==> src/rtl/rd_fault_isolator.sv <==
// rd_fault_isolator: read-channel isolation stage behind the read guard.
// Tracks outstanding read bursts and completes them with SLVERR on reset.
package rd_fault_isolator_pkg;
    typedef logic [3:0] axi_id_t;
    typedef struct packed {
        axi_id_t     id;
        logic [31:0] addr;
        logic [7:0]  len;
    } axi_ax_t;
    typedef struct packed {
        logic [31:0] data;
        logic        last;
    } axi_w_t;
    typedef struct packed {
        axi_id_t    id;
        logic [1:0] resp;
    } axi_b_t;
    typedef struct packed {
        axi_id_t     id;
        logic [31:0] data;
        logic [1:0]  resp;
        logic        last;
    } axi_r_t;
    typedef struct packed {
        axi_ax_t aw;
        logic    aw_valid;
        axi_w_t  w;
        logic    w_valid;
        logic    b_ready;
        axi_ax_t ar;
        logic    ar_valid;
        logic    r_ready;
    } axi_req_t;
    typedef struct packed {
        logic    aw_ready;
        logic    w_ready;
        axi_b_t  b;
        logic    b_valid;
        logic    ar_ready;
        axi_r_t  r;
        logic    r_valid;
    } axi_rsp_t;
endpackage

module rd_fault_isolator #(
    parameter int  MaxRdTxns   = 32,
    parameter int  ResetCycles = 16,
    parameter type req_t       = rd_fault_isolator_pkg::axi_req_t,
    parameter type rsp_t       = rd_fault_isolator_pkg::axi_rsp_t,
    parameter type id_t        = rd_fault_isolator_pkg::axi_id_t
) (
    input  logic clk_i,
    input  logic rst_i,
    input  logic reset_req_i,
    output logic reset_clear_o,
    output logic slv_rst_o,
    input  req_t mst_req_i,
    output rsp_t mst_rsp_o,
    output req_t slv_req_o,
    input  rsp_t slv_rsp_i,
    output logic busy_o
);
    localparam int IdxW = (MaxRdTxns > 1) ? $clog2(MaxRdTxns) : 1;
    localparam int CntW = (ResetCycles > 1) ? $clog2(ResetCycles) : 1;

    localparam logic [1:0] ST_PASS    = 2'd0;
    localparam logic [1:0] ST_FLUSH   = 2'd1;
    localparam logic [1:0] ST_SLV_RST = 2'd2;
    localparam logic [1:0] ST_CLEAR   = 2'd3;

    logic [1:0]           r_state;
    logic [CntW-1:0]      r_cnt;
    logic                 r_clr_done;
    logic [MaxRdTxns-1:0] r_vld;
    id_t                  r_id   [MaxRdTxns];
    logic [7:0]           r_len  [MaxRdTxns];
    logic [7:0]           r_beat [MaxRdTxns];
    logic [IdxW-1:0]      r_rank [MaxRdTxns];

    logic                 w_pass;
    logic                 w_flush;
    logic                 w_hit;
    logic [IdxW-1:0]      w_hit_idx;
    logic                 w_upd;
    logic                 w_last;
    logic                 w_free;
    logic [MaxRdTxns-1:0] w_vld_nxt;
    logic                 w_slot;
    logic [IdxW-1:0]      w_slot_idx;
    logic [IdxW-1:0]      w_same;
    logic                 w_full;
    logic                 w_ar_rdy;
    logic                 w_ar_hs;

    assign w_pass  = (r_state == ST_PASS);
    assign w_flush = (r_state == ST_FLUSH);

    // PASS: entry addressed by the slave beat; FLUSH: lowest rank-0 entry
    always_comb begin
        w_hit     = 1'b0;
        w_hit_idx = '0;
        for (int i = 0; i < MaxRdTxns; i++) begin
            if (!w_hit && r_vld[i] && (r_rank[i] == '0) &&
                (w_flush || (r_id[i] == slv_rsp_i.r.id))) begin
                w_hit     = 1'b1;
                w_hit_idx = IdxW'(i);
            end
        end
    end

    assign w_upd  = w_hit && mst_req_i.r_ready &&
                    (w_flush || (w_pass && slv_rsp_i.r_valid));
    assign w_last = w_pass ? slv_rsp_i.r.last
                           : (r_beat[w_hit_idx] == r_len[w_hit_idx]);
    assign w_free = w_upd && w_last;

    always_comb begin
        w_vld_nxt = r_vld;
        if (w_free) begin
            w_vld_nxt[w_hit_idx] = 1'b0;
        end
    end

    // Allocation sees the table with this cycle's free already applied
    always_comb begin
        w_slot     = 1'b0;
        w_slot_idx = '0;
        w_same     = '0;
        for (int i = 0; i < MaxRdTxns; i++) begin
            if (!w_slot && !w_vld_nxt[i]) begin
                w_slot     = 1'b1;
                w_slot_idx = IdxW'(i);
            end
            if (w_vld_nxt[i] && (r_id[i] == mst_req_i.ar.id)) begin
                w_same = w_same + 1'b1;
            end
        end
    end

    assign w_full   = !w_slot;
    assign w_ar_rdy = !w_full &&
                      ((w_pass && slv_rsp_i.ar_ready) || w_flush);
    assign w_ar_hs  = mst_req_i.ar_valid && w_ar_rdy;

    always_comb begin
        slv_req_o          = mst_req_i;
        mst_rsp_o          = slv_rsp_i;
        slv_req_o.ar_valid = 1'b0;
        slv_req_o.r_ready  = 1'b0;
        mst_rsp_o.ar_ready = w_ar_rdy;
        mst_rsp_o.r_valid  = 1'b0;
        case (r_state)
            ST_PASS: begin
                slv_req_o.ar_valid = mst_req_i.ar_valid && !w_full;
                slv_req_o.r_ready  = mst_req_i.r_ready;
                mst_rsp_o.r_valid  = slv_rsp_i.r_valid;
            end
            ST_FLUSH: begin
                mst_rsp_o.r_valid = w_hit;
                mst_rsp_o.r.id    = r_id[w_hit_idx];
                mst_rsp_o.r.data  = '0;
                mst_rsp_o.r.resp  = 2'b10;
                mst_rsp_o.r.last  = w_last;
            end
            default: ;
        endcase
    end

    always_ff @(posedge clk_i) begin
        if (rst_i) begin
            r_vld <= '0;
        end else begin
            for (int i = 0; i < MaxRdTxns; i++) begin
                if (w_free && (IdxW'(i) == w_hit_idx)) begin
                    r_vld[i] <= 1'b0;
                end else if (w_free && r_vld[i] &&
                             (r_id[i] == r_id[w_hit_idx])) begin
                    r_rank[i] <= r_rank[i] - 1'b1;
                end
            end
            if (w_upd) begin
                r_beat[w_hit_idx] <= r_beat[w_hit_idx] + 8'd1;
            end
            if (w_ar_hs) begin
                r_vld[w_slot_idx]  <= 1'b1;
                r_id[w_slot_idx]   <= mst_req_i.ar.id;
                r_len[w_slot_idx]  <= mst_req_i.ar.len;
                r_beat[w_slot_idx] <= 8'd0;
                r_rank[w_slot_idx] <= w_same;
            end
        end
    end

    always_ff @(posedge clk_i) begin
        if (rst_i) begin
            r_state    <= ST_PASS;
            r_cnt      <= '0;
            r_clr_done <= 1'b0;
        end else begin
            case (r_state)
                ST_PASS: begin
                    if (reset_req_i) begin
                        r_state <= ST_FLUSH;
                    end
                end
                ST_FLUSH: begin
                    if (!(|r_vld) && !w_ar_hs) begin
                        r_state <= ST_SLV_RST;
                        r_cnt   <= '0;
                    end
                end
                ST_SLV_RST: begin
                    if (r_cnt == CntW'(ResetCycles - 1)) begin
                        r_state    <= ST_CLEAR;
                        r_clr_done <= 1'b0;
                    end else begin
                        r_cnt <= r_cnt + 1'b1;
                    end
                end
                default: begin
                    r_clr_done <= 1'b1;
                    if (!reset_req_i) begin
                        r_state <= ST_PASS;
                    end
                end
            endcase
        end
    end

    assign slv_rst_o     = (r_state == ST_SLV_RST);
    assign reset_clear_o = (r_state == ST_CLEAR) && !r_clr_done;
    assign busy_o        = !w_pass;

endmodule

==> config.mk <==
export PLATFORM = sky130hd
export DESIGN_NAME = rd_fault_isolator
export DESIGN_NICKNAME = d
export VERILOG_FILES = /design/src/rtl/rd_fault_isolator.sv
export SDC_FILE = /design/constraint.sdc
export NUM_CORES = 2
export LEC_CHECK = 0
export ABC_CLOCK_PERIOD_IN_PS = 68000
export CAP_MARGIN = 40
export CORE_MARGIN = 10
export CORE_UTILIZATION = 40
export DETAILED_ROUTE_END_ITERATION = 8
export SLEW_MARGIN = 20
export SYNTH_ARGS = -nofsm -noshare
export SYNTH_HDL_FRONTEND = slang
export SYNTH_SLANG_ARGS = --single-unit
==> constraint.sdc <==
create_clock -name clk_i -period 68 [get_ports clk_i]
set_input_delay 20.4 -clock clk_i [delete_from_list [all_inputs] [get_ports clk_i]]
set_output_delay 20.4 -clock clk_i [all_outputs]
set_load 0.02 [all_outputs]
==> run metrics <==
register area share after synthesis 45.0%; RePlAce Congestion 0.978; post-synth top area cell edfxtp_1; Post-CTS Hold Fix Bufs 0; final period utilization 73.9%; FFs w/ async S/R, synth 0%; fin nets 5,120; Tmin final 50.24 ns; clk buf depth 3; WL/cell 26.0 um; Core Util, Final 45.2%; r2r startpoint r_state[1]; num ports 358; CTS buffer count 93; Commonest cells post-synth nand2_1 (596), edfxtp_1 (544), nor2_1 (522); Post-DRT Antenna Nets 0; area share of the largest cell type after synthesis 33.1%; # rows 128; post-synthesis register bit count 839; hold endpoint r_beat[3][0]; Root Buffer clkbuf_16; Max Slew Vio Count 0; CORE AREA 122,000 um^2; vias per cell 5.84; Final Hold Viols 0; final non-filler cell total 6,567; first-pass GRT wire length 249,000 um; vias in the first global route 36,700; DP Wirelength 117,000 um; worst hold start r_beat[3][0]; Synth cell types 115; wirelength, routed 170,000 um; area added between synthesis and finish 11.8%; DRT iter0 DRCs 3,904; synth warn 0; Peak Freq 19.9 MHz; Crit. End Element output pin; slew margin rel. 39.8%; # port buffers 115; EDFF count, synth 544; Synth area leaders edfxtp_1 (33%), dfxtp_1 (12%), mux2i_1 (8.0%), xor2_1 (5.7%), xnor2_1 (5.1%); element type at the critical path start input pin; DRC 0; reg2reg setup slack 41.51 ns; antenna violations before repair 3; most frequent cell after synthesis nand2_1; CP Data Required Time 47.60 ns; Pleak 19.7 nW; clock-pin slew on the worst setup and hold paths 0.05 ns; status complete, no violations; RSZ-0062 raised after global routing no; DIE WIDTH 371 um; CTS tree built; die area 138,000 um^2; worst slew pin tran 0.902 ns; critical path class input pin to output pin; setup repair bufs after CTS 0; Starting Density 40.4%; Hold WC Path Type flip-flop to flip-flop; CP Max Fanout 56; max cap viols 0; Max rail drop VDD 19.9 uV; Pre-Repair DR Iteration Count 5; Power per Cell Area 21.2 nW/um^2; Worst Hold Path Cells 2; share of cells above drive strength 1 10.2%; Worst Path Arrival 29.84 ns; die span in y 371 um; Gate Count Post-Synth 4,894; later-pin clock latency in the skew report 0.68 ns; H-tree depth 3; Placed Cells 6,386; Overflow after GRT 0; clock sink total 839; worst reg2reg path endpoint r_rank[10][4]; Synth Cell Area 49,400 um^2; Setup Skew 0.0282 ns; total track usage 23.8%; largest net degree at the start of global routing 74; WHS 0.461 ns; Mean Syn Cell Area 10.1 um^2; vias post-DR 38,400; Worst Reg-to-Reg Cells 105; overall power 0.00117 W; setup tns final 0 ns; Syn Nets 5,145; Post-CTS Resized 0; final number of setup-violating endpoints 0; Primary FF master, synth edfxtp_1
==> worst max-delay path, cell delays in order <==
cell and delay (ns):
buf_2 0.07, buf_4 0.55, xnor2_1 0.16, a41oi_1 0.48, o2bb2ai_1 0.29, nor4_1 0.76, o2111ai_1 0.23, o21a_2 0.35
nand3_4 0.48, buf_4 0.47, buf_16 0.30, mux2i_1 0.26, a32oi_1 0.07, and4_1 0.26, a31oi_1 0.35, xor2_1 0.40
nor4b_1 0.17, a31oi_4 0.21, buf_4 0.55, o21ai_0 0.32, nor2_1 0.38, and3_1 0.35, nand2_1 0.13, nor3_1 0.39
nand2_1 0.13, nor2_1 0.44, a21oi_1 0.17, clkdlybuf4s50_1 0.58
==> cell usage in the layout (no fill, tap or decap), types with 34 or more instances in the layout <==
cell and instances:
buf_2 37, mux2i_4 35, o22ai_1 49, dfxtp_1 295, inv_1 105, clkbuf_16 97, xnor2_1 281, buf_4 117
a31oi_1 35, nand2_1 596, nor3b_1 34, mux2i_1 388, nor2b_1 45, nor3_1 60, clkdlybuf4s50_1 106, nand3_1 174
edfxtp_1 544, nor2_1 489, xor2_1 317, a21oi_1 179, o21ai_0 55, a32oi_1 43, nor4_1 40, nand4_1 68
ha_1 71
==> per-layer routing <==
layer	share of wire (%)	track usage [%]	up-vias
li1	-	-	17300
met1	41	31.3	18900
met2	45	38.0	1764
met3	9.1	5.05	413
met4	4.4	9.60	4
met5	0.061	0.489	-
==> sequential cells by signal, indices dropped and copies added, names as in the netlist <==
| name | flops |
|---|---|
| r_beat | 256 |
| r_clr_done | 1 |
| r_cnt | 4 |
| r_id | 128 |
| r_len | 256 |
| r_rank | 160 |
| r_state | 2 |
| r_vld | 32 |
==> cell type report <==
type,instances,area (um^2)
fill,11400,67000
multi-input combinational,3532,24800
sequential,839,22200
timing repair buffer,295,2770
clock buffer,125,2620
tap,1625,2030
inverter,108,405
clock inverter,42,368
antenna,1,2.50
==> how the worst max path moves through the flow <==
stage / start / endpoint / slack, ns / cells after the start
after floorplan: slv_rsp_i[36] / mst_rsp_o[40] / 21.12 / 34
final: slv_rsp_i[38] / mst_rsp_o[40] / 17.76 / 28
after global routing: slv_rsp_i[38] / mst_rsp_o[40] / 17.41 / 28
after global placement: slv_rsp_i[38] / mst_rsp_o[40] / 17.72 / 27
after detailed placement: slv_rsp_i[36] / mst_rsp_o[40] / 17.67 / 27
after CTS: slv_rsp_i[36] / mst_rsp_o[40] / 17.61 / 27
==> cells by family after synthesis <==
family	Yosys count	synth area share, %
adder cells (fa/ha/maj)	72	1.82
AND/OR/NAND/NOR	1721	16.2
flip-flops	839	45.0
XOR/XNOR	637	12.1
multiplexers	432	9.54
AO/OA/AOI/OAI	670	9.70
buffers and inverters	523	5.64
==> where the power goes <==
group | total [W] | internal (W) | switching (W)
clock network | 0.000500 | 0.000283 | 0.000217
logic | 0.000125 | 0.0000461 | 0.0000785
registers | 0.000547 | 0.000544 | 0.00000298
==> per-stage QoR <==
| stage | cell area (um^2) | setup WS [ns] |
|---|---|---|
| floorplan | 49400 | 21.12 |
| global placement | 51400 | 17.72 |
| detailed placement | 52100 | 17.67 |
| CTS | 55100 | 17.61 |
| global route | 55200 | 17.41 |
| finish | 55200 | 17.76 |
Note: power is estimated with default switching activity, not from simulation.
